<file path="config.mk">
export PLATFORM = sky130hd
export DESIGN_NAME = magma_bus_arbiter
export DESIGN_NICKNAME = d
export VERILOG_FILES = /design/src/rtl/magma_bus_arbiter.sv
export SDC_FILE = /design/constraint.sdc
export NUM_CORES = 1
export LEC_CHECK = 0
export CAP_MARGIN = 5
export CORE_AREA = 2 2 140 142
export CTS_BUF_LIST = sky130_fd_sc_hd__clkbuf_8
export CTS_CLUSTER_DIAMETER = 120
export DETAILED_ROUTE_END_ITERATION = 6
export DIE_AREA = 0 0 142 144
export GPL_TIMING_DRIVEN = 0
export PLACE_DENSITY = 0.75
export SLEW_MARGIN = 20
export SYNTH_ARGS = -nofsm -noshare
export SYNTH_HDL_FRONTEND = slang
export SYNTH_SLANG_ARGS = --single-unit
</file>
<file path="constraint.sdc">
create_clock -name clk_i -period 2.8 [get_ports clk_i]
set_input_delay 0.56 -clock clk_i [delete_from_list [all_inputs] [get_ports clk_i]]
set_output_delay 0.56 -clock clk_i [all_outputs]
set_load 0.03 [all_outputs]
</file>
<file path="src/rtl/magma_bus_arbiter.sv">
// Round-robin arbiter that carries one master transaction at a time onto a shared slave bus.
// Define MAGMA_ARB_TIMEOUT_EN to add the REQ/RESP watchdog, the TIMEOUT parameter and timeout_o.
module magma_bus_arbiter #(
    parameter int NUM_MASTERS = 3,
    parameter int ADDR_W      = 32,
    parameter int DATA_W      = 32
`ifdef MAGMA_ARB_TIMEOUT_EN
    ,
    parameter int TIMEOUT     = 1023
`endif
) (
    input  logic                            clk_i,
    input  logic                            arst_n_i,
    input  logic [NUM_MASTERS-1:0]          m_req_i,
    input  logic [NUM_MASTERS-1:0]          m_we_i,
    input  logic [NUM_MASTERS*ADDR_W-1:0]   m_addr_i,
    input  logic [NUM_MASTERS*DATA_W/8-1:0] m_be_i,
    input  logic [NUM_MASTERS*DATA_W-1:0]   m_wdata_i,
    output logic [NUM_MASTERS-1:0]          m_ack_o,
    output logic [NUM_MASTERS-1:0]          m_resp_o,
    output logic [DATA_W-1:0]               m_rdata_o,
    output logic                            s_req_o,
    output logic                            s_we_o,
    output logic [ADDR_W-1:0]               s_addr_o,
    output logic [DATA_W/8-1:0]             s_be_o,
    output logic [DATA_W-1:0]               s_wdata_o,
    input  logic                            s_ack_i,
    input  logic                            s_resp_i,
    input  logic [DATA_W-1:0]               s_rdata_i,
    output logic [1:0]                      o_dbg_state
`ifdef MAGMA_ARB_TIMEOUT_EN
    ,
    output logic                            timeout_o
`endif
);
    localparam int BE_W = DATA_W / 8;
    localparam int GW   = (NUM_MASTERS > 1) ? $clog2(NUM_MASTERS) : 1;

    typedef enum logic [1:0] {
        S_IDLE = 2'd0,
        S_REQ  = 2'd1,
        S_RESP = 2'd2
    } state_t;

    state_t            r_state;
    state_t            w_next;
    logic [GW-1:0]     r_grant;
    logic [GW-1:0]     r_rr_ptr;
    logic [GW-1:0]     w_sel;
    logic [GW-1:0]     w_grant_inc;
    logic [GW:0]       w_sum;
    logic              r_we;
    logic [ADDR_W-1:0] r_addr;
    logic [BE_W-1:0]   r_be;
    logic [DATA_W-1:0] r_wdata;
    logic              w_adv;

    // Handshake: a master holds m_req_i and its fields until its one-cycle m_ack_o pulse; the
    // slave pulses s_ack_i to accept s_req_o and later pulses s_resp_i with s_rdata_i for reads.

`ifdef MAGMA_ARB_TIMEOUT_EN
    localparam int CW = $clog2(TIMEOUT + 1);
    logic [CW-1:0] r_cnt;
    logic          r_timeout;
    logic          w_expired;
    logic          w_force;

    assign w_expired = (r_state != S_IDLE) && (r_cnt == CW'(TIMEOUT));
    assign timeout_o = r_timeout;
`endif

    assign o_dbg_state = r_state;
    assign w_grant_inc = (r_grant == GW'(NUM_MASTERS - 1)) ? '0 : r_grant + GW'(1);

    // Walk the ring backwards so the requester closest to r_rr_ptr is the last one assigned.
    always_comb begin
        w_sel = r_rr_ptr;
        w_sum = '0;
        for (int i = NUM_MASTERS - 1; i >= 0; i--) begin
            w_sum = {1'b0, r_rr_ptr} + (GW+1)'(i);
            if (w_sum >= (GW+1)'(NUM_MASTERS))
                w_sum = w_sum - (GW+1)'(NUM_MASTERS);
            if (m_req_i[w_sum[GW-1:0]])
                w_sel = w_sum[GW-1:0];
        end
    end

    always_comb begin
        w_next    = r_state;
        w_adv     = 1'b0;
        m_ack_o   = '0;
        m_resp_o  = '0;
        m_rdata_o = '0;
        s_req_o   = 1'b0;
        s_we_o    = 1'b0;
        s_addr_o  = '0;
        s_be_o    = '0;
        s_wdata_o = '0;
`ifdef MAGMA_ARB_TIMEOUT_EN
        w_force   = 1'b0;
`endif
        case (r_state)
            S_IDLE: begin
                if (|m_req_i)
                    w_next = S_REQ;
            end
            S_REQ: begin
                s_req_o   = 1'b1;
                s_we_o    = r_we;
                s_addr_o  = r_addr;
                s_be_o    = r_be;
                s_wdata_o = r_wdata;
                if (s_ack_i) begin
                    m_ack_o[r_grant] = 1'b1;
                    w_adv            = 1'b1;
                    w_next           = r_we ? S_IDLE : S_RESP;
                end
`ifdef MAGMA_ARB_TIMEOUT_EN
                else if (w_expired) begin
                    m_ack_o[r_grant] = 1'b1;
                    w_adv            = 1'b1;
                    w_force          = 1'b1;
                    w_next           = S_IDLE;
                    if (!r_we) begin
                        m_resp_o[r_grant] = 1'b1;
                        m_rdata_o         = DATA_W'(32'hDEADBEEF);
                    end
                end
`endif
            end
            S_RESP: begin
                m_rdata_o = s_rdata_i;
                if (s_resp_i) begin
                    m_resp_o[r_grant] = 1'b1;
                    w_next            = S_IDLE;
                end
`ifdef MAGMA_ARB_TIMEOUT_EN
                else if (w_expired) begin
                    m_resp_o[r_grant] = 1'b1;
                    m_rdata_o         = DATA_W'(32'hDEADBEEF);
                    w_adv             = 1'b1;
                    w_force           = 1'b1;
                    w_next            = S_IDLE;
                end
`endif
            end
            default: w_next = S_IDLE;
        endcase
    end

    always_ff @(posedge clk_i or negedge arst_n_i) begin
        if (!arst_n_i)
            r_state <= S_IDLE;
        else
            r_state <= w_next;
    end

    always_ff @(posedge clk_i or negedge arst_n_i) begin
        if (!arst_n_i) begin
            r_grant  <= '0;
            r_rr_ptr <= '0;
            r_we     <= 1'b0;
            r_addr   <= '0;
            r_be     <= '0;
            r_wdata  <= '0;
        end else begin
            if (r_state == S_IDLE && |m_req_i) begin
                r_grant <= w_sel;
                r_we    <= m_we_i[w_sel];
                r_addr  <= m_addr_i[int'(w_sel) * ADDR_W +: ADDR_W];
                r_be    <= m_be_i[int'(w_sel) * BE_W +: BE_W];
                r_wdata <= m_wdata_i[int'(w_sel) * DATA_W +: DATA_W];
            end
            if (w_adv)
                r_rr_ptr <= w_grant_inc;
        end
    end

`ifdef MAGMA_ARB_TIMEOUT_EN
    // The counter restarts whenever the state changes, so REQ and RESP each get a full budget.
    always_ff @(posedge clk_i or negedge arst_n_i) begin
        if (!arst_n_i) begin
            r_cnt     <= '0;
            r_timeout <= 1'b0;
        end else begin
            if (r_state == S_IDLE || w_next != r_state)
                r_cnt <= '0;
            else
                r_cnt <= r_cnt + CW'(1);
            if (w_force)
                r_timeout <= 1'b1;
        end
    end
`endif

endmodule

</file>
==> results of run 1 <==
-- through the flow --
| step | hold slack, ps | power [mW] | cell area (um2) | instances | utilization |
|---|---|---|---|---|---|
| after global routing | 162 | 10.4 | 9020 | 1168 | 0.473 |
| final | 151 | 9.66 | 9020 | 1168 | 0.473 |
| after floorplan | 264 | 6.49 | 4990 | 557 | - |
| after global placement | 461 | 8.98 | 8840 | 1150 | 0.463 |
| after detailed placement | 465 | 9.08 | 8860 | 1151 | 0.464 |
| after CTS | 146 | 9.78 | 9000 | 1167 | 0.472 |
-- cells in the mapped netlist (2+ instances only) --
cell        n  area share
nor2b_1     5      0.0063
dfrtp_1    75        0.38
o21ai_0     3      0.0030
clkbuf_1   24       0.018
buf_6       6       0.014
buf_2      14       0.014
nor2_1      6      0.0045
o221ai_1   59        0.10
and2_1    101        0.13
inv_1      73       0.055
or3_1       2      0.0025
o221ai_2   10       0.030
mux2i_1    70        0.14
ha_1        3      0.0075
o21ai_1     2      0.0020
nand2_1    79       0.059
nand2b_1    6      0.0075
a21o_1      2      0.0030
nor3_1      3      0.0030
-- power by group --
group | internal, mW | switching [mW] | leakage (nW)
clock network | 0.493 | 0.446 | 0.112
logic | 2.82 | 3.97 | 3.40
registers | 1.65 | 0.274 | 0.929
-- layout make-up --
class | instances | area (um2) | area share
buffer | 45 | 256 | 0.0284
clock buffer | 9 | 124 | 0.0137
clock inverter | 7 | 85.1 | 0.00944
inverter | 73 | 274 | 0.0304
multi-input combinational | 364 | 2610 | 0.290
sequential | 75 | 1880 | 0.208
tap | 238 | 298 | 0.0330
timing repair buffer | 357 | 3490 | 0.387
-- what timing repair did --
item                                    in CTS  in global routing
resized for setup                           87                  8
endpoints found under the setup margin     107                 33
hold endpoints to repair                     0                  0
setup buffers                                0                  1
-- cells by family after synthesis --
family	share of synthesized area
buffers and inverters	0.102
adder cells (fa/ha/maj)	0.00753
multiplexers	0.143
AND/OR/NAND/NOR	0.213
AO/OA/AOI/OAI	0.158
flip-flops	0.376
-- flip-flops by register name, summed over array words and instances (netlist names) --
name         count
o_dbg_state      2
r_addr          32
r_be             4
r_grant          2
r_rr_ptr         2
r_wdata         32
r_we             1
-- routing by layer --
layer,vias up,track usage,part of all wire
met5,-,0,0
met3,19,0.0646,0.074
li1,2613,-,-
met1,2483,0.223,0.39
met2,240,0.346,0.52
met4,0,0.0426,0.015
-- worst max path at each step --
stage,startpoint,to,slack [ps],cells past startpoint
after global placement,arst_n_i,r_grant[0],-1670,1
after CTS,o_dbg_state[0],m_rdata_o[3],40,4
after global routing,r_rr_ptr[0],r_addr[31],-20,11
after floorplan,o_dbg_state[0],m_ack_o[0],440,4
after detailed placement,m_req_i[2],r_wdata[7],-270,10
final,o_dbg_state[0],m_rdata_o[19],120,4
-- worst max-delay path: stages (launching register included) --
cell and delay [ps]:
dfrtp_1 430, nor2b_4 220, clkbuf_2 250, and2_1 180, clkdlybuf4s50_1 670
==> flow_summary.ini, run 1 <==
[clock_tree]
cts_root_buffer = clkbuf_8
cts_tree = built
clock-sinks = 75
cts_buffers = 9
cts.clk_slew.worst_paths_ps = 80
cts_buffer_depth = 2
ctsHtreeMaxLevel = 3
insertion_delay_ps = 370
cts_hold_buf = 0

[layout]
layout_common_cells = clkdlybuf4s50_1, and2_1, nand2_1
area_growth_pct = 80.8
final_common_cell = clkdlybuf4s50_1
nets = 1174
layout-drive-gt1-share = 0.0720
fill_cells = 1864
diodes = 0

[critical_path]
required_ps = 2240
critPathLaunchType = flip-flop
crit_arrival_ps = 2120
end_kind = output port
r2r-start = r_rr_ptr[0]
worstSetupPathType = flip-flop to output port
rr_endpoint = r_wdata[10]
crit_fanout = 10
ff2ff_path_depth = 12
rrSetupSlack_ps = 130

[logic_synthesis]
synth-seq-cells = 75
syn_nets = 806
synth_ff_type = dfrtp_1
synth.distinct_cells = 33
yosysSeqAreaShare = 0.376
avgSynthCellArea_um2 = 8.96
async_flop_share = 1.00
syn-cell-area_um2 = 4990
netlist_instances = 557
synth_edf_count = 0
yosys_warnings = 0

[global_routing]
gr-usage-all-layers = 0.193
gr-total-overflow = 0
antenna_found_initial = 0
grt_first_pass_wirelength_um = 29900
grt_pass1_vias = 5451
grt_max_degree = 39

[placement]
dp_slack_ps = -272
hpwl_um = 16100
gp_congestion = 0.807
port_buffers = 355

[sta]
post-route-period-util = 0.957
rsz0062_at_grt = true
worst_pin_slew_ps = 681
tns_ps = 0
hold_viol_final = 0
slew_headroom = 0.546
finClkSkew_ps = 6.84
fin_crit_ps = 2680
timing.fmax_ghz = 0.373
setup_viol = 0
drv_slew = 0
worst_slack_ps = 119

[job]
cap_violations = 0

[die]
die_x_um = 142
rows = 51
start_util = 0.261
dieArea_um2 = 20400
core_area_um2 = 19100
fp.dieH_um = 144
pin_count = 356

[detailed_routing]
routed_wl_um = 20000
drt_iter0_markers = 252
routed_via_density = 4.58
drc = 0
first_pass_iters = 4
vias = 5355
wl_per_cell_um = 17.1
final_antenna_net_count = 0

[pwr]
peakVddDrop_mv = 0.556
power_density_nw_per_um2 = 1070
power_leakage_nw = 4.44

[min_path]
holdCritPathClass = input port to async pin

[outcome]
status = finished, final reports clean
Power figures use the tool's default switching activity.
==> run 2: changes to the inputs <==
- clock period: 2.8 -> 2.9 ns (I/O delays scaled with it)
==> run 2 against run 1 <==
  * Register-to-register slack improved by 80 ps
  * Clock power down 3.6%
  * Core utilization increased by 0.93 points
  * Wire length about the same
  * Sequential share of layout area down 0.40 points
  * Via count is 0.17% higher
  * Power shrank 2.0%
  * Global-route usage barely moved
  * Cell count is essentially flat
  * Flip-flop and latch count did not move
==> flow_summary.ini, run 2 (synthesis results as in run 1) <==
[critical_path]
critPathLaunchType = flip-flop
end_kind = output port
ff2ff_path_depth = 12
crit_slowest_cell = clkdlybuf4s50_1
cp.depth = 4
critPathMaxStageDelay_ps = 710
crit_fanout = 10
path_cells = nor2b_1 > clkbuf_4 > clkbuf_2 > clkdlybuf4s50_1
cp_num_buf_inv = 3
crit_family = buffers and inverters
r2r-start = r_rr_ptr[0]
worstSetupPathType = flip-flop to output port
rr_endpoint = r_wdata[16]
required_ps = 2320
crit_arrival_ps = 2160
rrSetupSlack_ps = 210

[detailed_routing]
drc = 0
drt_iter0_markers = 288
first_pass_iters = 4
final_antenna_net_count = 0
routed_wl_um = 20000
wl_per_cell_um = 17.1
vias = 5364
routed_via_density = 4.60

[clock_tree]
cts_buffers = 9
cts_tree = built
cts_hold_buf = 0
cts_root_buffer = clkbuf_8
post-cts-setup-buffer-count = 0
ctsHtreeMaxLevel = 3
cts.clk_slew.worst_paths_ps = 80
insertion_delay_ps = 370
clock-sinks = 75
cts_buffer_depth = 2

[global_routing]
gr-usage-all-layers = 0.193
grt_max_degree = 39
grt_first_pass_wirelength_um = 29900
antenna_found_initial = 0
gr-total-overflow = 0
grt_pass1_vias = 5449

[sta]
timing.fmax_ghz = 0.365
setup_viol = 0
drv_slew = 0
rsz0062_at_grt = false
hold_viol_final = 0
whs_ps = 175
worst_pin_slew_ps = 670
post-route-period-util = 0.945
worst_slack_ps = 159
fin_crit_ps = 2740
slew_headroom = 0.553
finClkSkew_ps = 8.46

[placement]
port_buffers = 355
gp_congestion = 0.807
hpwl_um = 16100
dp_slack_ps = -192

[layout]
diodes = 0
area_growth_pct = 84.3
nets = 1173
fin_util = 0.482
final_common_cell = clkdlybuf4s50_1
layout-drive-gt1-share = 0.0689
top_regs = r_addr (32), r_wdata (32), r_be (4)
layout_common_cells = clkdlybuf4s50_1, and2_1, nand2_1

[pwr]
peakVddDrop_mv = 0.540
finalPower_mw = 9.47
power_density_nw_per_um2 = 1030
power_leakage_nw = 5.04

[die]
rows = 51
die_x_um = 142
pin_count = 356
start_util = 0.261
fp.dieH_um = 144
dieArea_um2 = 20400
core_area_um2 = 19100

[outcome]
status = finished, final reports clean

[job]
cap_violations = 0

[min_path]
holdCritPathClass = input port to async pin
==> run 2: changes by cell type in the layout (fill, tap and decap cells not counted), moves of 2 or more <==
cell,change
dlymetal6s2s_1,+49
buf_4,-3
clkbuf_4,+2
dlygate4sd2_1,-49
==> run 2: area by class of cell <==
cell class | instances | area, um2
fill | 1823 | 9880
timing repair buffer | 356 | 3670
multi-input combinational | 364 | 2610
sequential | 75 | 1880
tap | 238 | 298
inverter | 73 | 274
buffer | 45 | 256
clock buffer | 9 | 124
clock inverter | 7 | 85.1
==> run 2: worst max-delay path by stage <==
stage	startpoint	end	slack (ps)
after global placement	arst_n_i	r_grant[0]	-1590
after CTS	o_dbg_state[0]	s_addr_o[19]	4
final	o_dbg_state[0]	s_req_o	160
after detailed placement	m_req_i[2]	r_wdata[7]	-190
after floorplan	o_dbg_state[0]	m_ack_o[0]	520
after global routing	r_rr_ptr[0]	r_wdata[7]	2
==> run 2: power breakdown <==
part | total, mW | switching [mW] | internal [mW]
clock | 0.904 | 0.429 | 0.476
sequential | 1.86 | 0.267 | 1.59
combinational | 6.71 | 3.83 | 2.87
==> run 2: timing repair <==
item,4_1_cts,5_1_grt
setup endpoints to repair,104,73
hold endpoints to repair,0,0
resized for setup,34,56
==> run 2: through the flow <==
stage          cells  instance area [um2]  TNS, ps
5_1_grt         1167                 9200        0
6_report        1167                 9200        0
2_1_floorplan    557                 4990        0
3_5_place_dp    1151                 8860    -4730
3_3_place_gp    1150                 8840  -123170
4_1_cts         1167                 9060        0
==> run 2: routing by layer <==
| layer | track usage | up-vias | wire length [um] |
|---|---|---|---|
| met2 | 0.346 | 238 | 10400 |
| li1 | - | 2615 | - |
| met5 | 0 | - | 0 |
| met1 | 0.223 | 2492 | 7750 |
| met4 | 0.0426 | 0 | 301 |
| met3 | 0.0649 | 19 | 1550 |
==> run 3: changes to the inputs <==
- CAP_MARGIN: 5 -> 30
- PLACE_DENSITY: 0.75 -> 0.62
==> run 3 against run 2 <==
  * Sequential share of layout area up 0.053 points
  * Core utilization down 0.12 points
  * Power down 1.3%
  * Clock skew up 1.8 ps
  * Cell count barely moved
  * Fmax fell by 0.48%
  * Setup slack got worse by 13 ps
==> flow_summary.ini, run 3 (synthesis results as in run 1) <==
[sta]
hold_viol_final = 0
timing.fmax_ghz = 0.363
slew_headroom = 0.603
worst_pin_slew_ps = 596
drv_slew = 0
post-route-period-util = 0.950
rsz0062_at_grt = false
finClkSkew_ps = 10.3
setup_viol = 0
fin_crit_ps = 2750
whs_ps = 131

[global_routing]
grt_first_pass_wirelength_um = 30100
antenna_found_initial = 2
gr-usage-all-layers = 0.194
gr-total-overflow = 0
grt_pass1_vias = 5351
grt_max_degree = 51

[layout]
layout-drive-gt1-share = 0.0690
fill_cells = 1843
multi_input_area_um2 = 2610
seq_area_um2 = 1880
final_cells = 1166
layout_common_cells = clkdlybuf4s50_1, and2_1, nand2_1
nets = 1173
fin_util = 0.481
diodes = 0
final_common_cell = clkdlybuf4s50_1
area_growth_pct = 83.8
top_regs = r_addr (32), r_wdata (32), r_be (4)

[die]
start_util = 0.261
rows = 51
core_area_um2 = 19100
fp.dieH_um = 144
die_x_um = 142
pin_count = 356
dieArea_um2 = 20400

[clock_tree]
ctsHtreeMaxLevel = 3
insertion_delay_ps = 370
cts_hold_buf = 0
cts_buffer_depth = 2
cts_tree = built
post-cts-setup-buffer-count = 0
clock-sinks = 75
cts.clk_slew.worst_paths_ps = 90
cts_buffers = 9
cts_root_buffer = clkbuf_8

[detailed_routing]
first_pass_iters = 7
drt_iter0_markers = 203
top_layer = met5
vias = 5315
wl_met2_um = 9990
final_antenna_net_count = 0
wl_met1_um = 8020
routed-wl-met3_um = 1620
wl_per_cell_um = 17.1
routed_via_density = 4.56
drc = 0
routed_wl_um = 20000

[pwr]
power_leakage_nw = 4.98
peakVddDrop_mv = 0.502
finalPower_mw = 9.35
power_density_nw_per_um2 = 1020

[critical_path]
end_kind = output port
path_cells = nor2b_2 > clkbuf_2 > and2_1 > clkdlybuf4s50_1
r2r-start = r_rr_ptr[0]
worstSetupPathType = flip-flop to output port
crit_arrival_ps = 2170
crit_slowest_cell = clkdlybuf4s50_1
cp_num_buf_inv = 2
rrSetupSlack_ps = 220
required_ps = 2320
crit_fanout = 10
critPathMaxStageDelay_ps = 680
crit_start = o_dbg_state[1]
critPathLaunchType = flip-flop
crit_family = buffers and inverters

[job]
cap_violations = 0

[placement]
gp_congestion = 0.815
port_buffers = 355
hpwl_um = 15900
placedCellCount = 1151

[min_path]
holdCritPathClass = input port to async pin

[outcome]
status = finished, final reports clean
run 3: cell count changes in the layout (fill, tap and decap cells not counted), sizes merged:
cell / previous run / this run
dlymetal6s2s: 51 / 48
dlygate4sd2: 22 / 24
buf: 21 / 22
bufinv: 2 / 1
clkdlybuf4s50: 281 / 282
inv: 75 / 74
run 3: path summary, 6_finish.rpt:
| kind | endpoint | depth (start not counted) |
|---|---|---|
| max in group asynchronous | r_wdata[22] | 2 |
| hold reg to reg | r_addr[1] | 2 |
| min in group clk_i | r_addr[1] | 2 |
| hold / removal | r_addr[25] | 1 |
| setup / recovery | m_rdata_o[14] | 4 |
| setup reg to reg | r_wdata[7] | 12 |
run 3: power by group:
group | total (mW) | switching (mW) | internal [mW] | leakage [nW]
Clock | 0.826 | 0.413 | 0.413 | 0.0995
Combinational | 6.67 | 3.81 | 2.86 | 3.95
Sequential | 1.85 | 0.257 | 1.59 | 0.929
run 3: per-stage QoR:
step	setup WS, ps	cell area, um2	setup TNS, ps
finish	146	9170	0
floorplan	523	4990	0
detailed placement	-232	8860	-5950
global route	4.62	9170	0
global placement	-1780	8840	-136230
CTS	1.30	9050	0
run 3: repair_timing:
| action | CTS | global route |
|---|---|---|
| gates resized for setup | 36 | 53 |
| pin swaps | 0 | 0 |
| setup endpoints to repair | 103 | 78 |
| hold endpoints to repair | 0 | 0 |
run 3: layer usage:
| metal | up-vias | track usage |
|---|---|---|
| met5 | - | 0 |
| met4 | 2 | 0.0600 |
| met3 | 22 | 0.0546 |
| met2 | 240 | 0.338 |
| met1 | 2434 | 0.232 |
| li1 | 2617 | - |
run 3: area by class of cell:
class,instances,area share
Clock inverter,5,0.00600
Sequential cell,75,0.205
Tap cell,238,0.0325
Inverter,73,0.0299
Buffer,45,0.0280
Multi-Input combinational cell,364,0.284
Clock buffer,10,0.0150
Timing Repair Buffer,356,0.400
run 3: worst register-to-register path: stages (launching register included):
cell      delay [ps]
dfrtp_1          420
inv_1             80
ha_1             290
buf_6            140
nand3b_2          90
and2_0           160
o21ai_1          110
o311ai_1         180
nand2b_1         110
buf_2            220
buf_2            300
clkbuf_4         320
o221ai_1         130
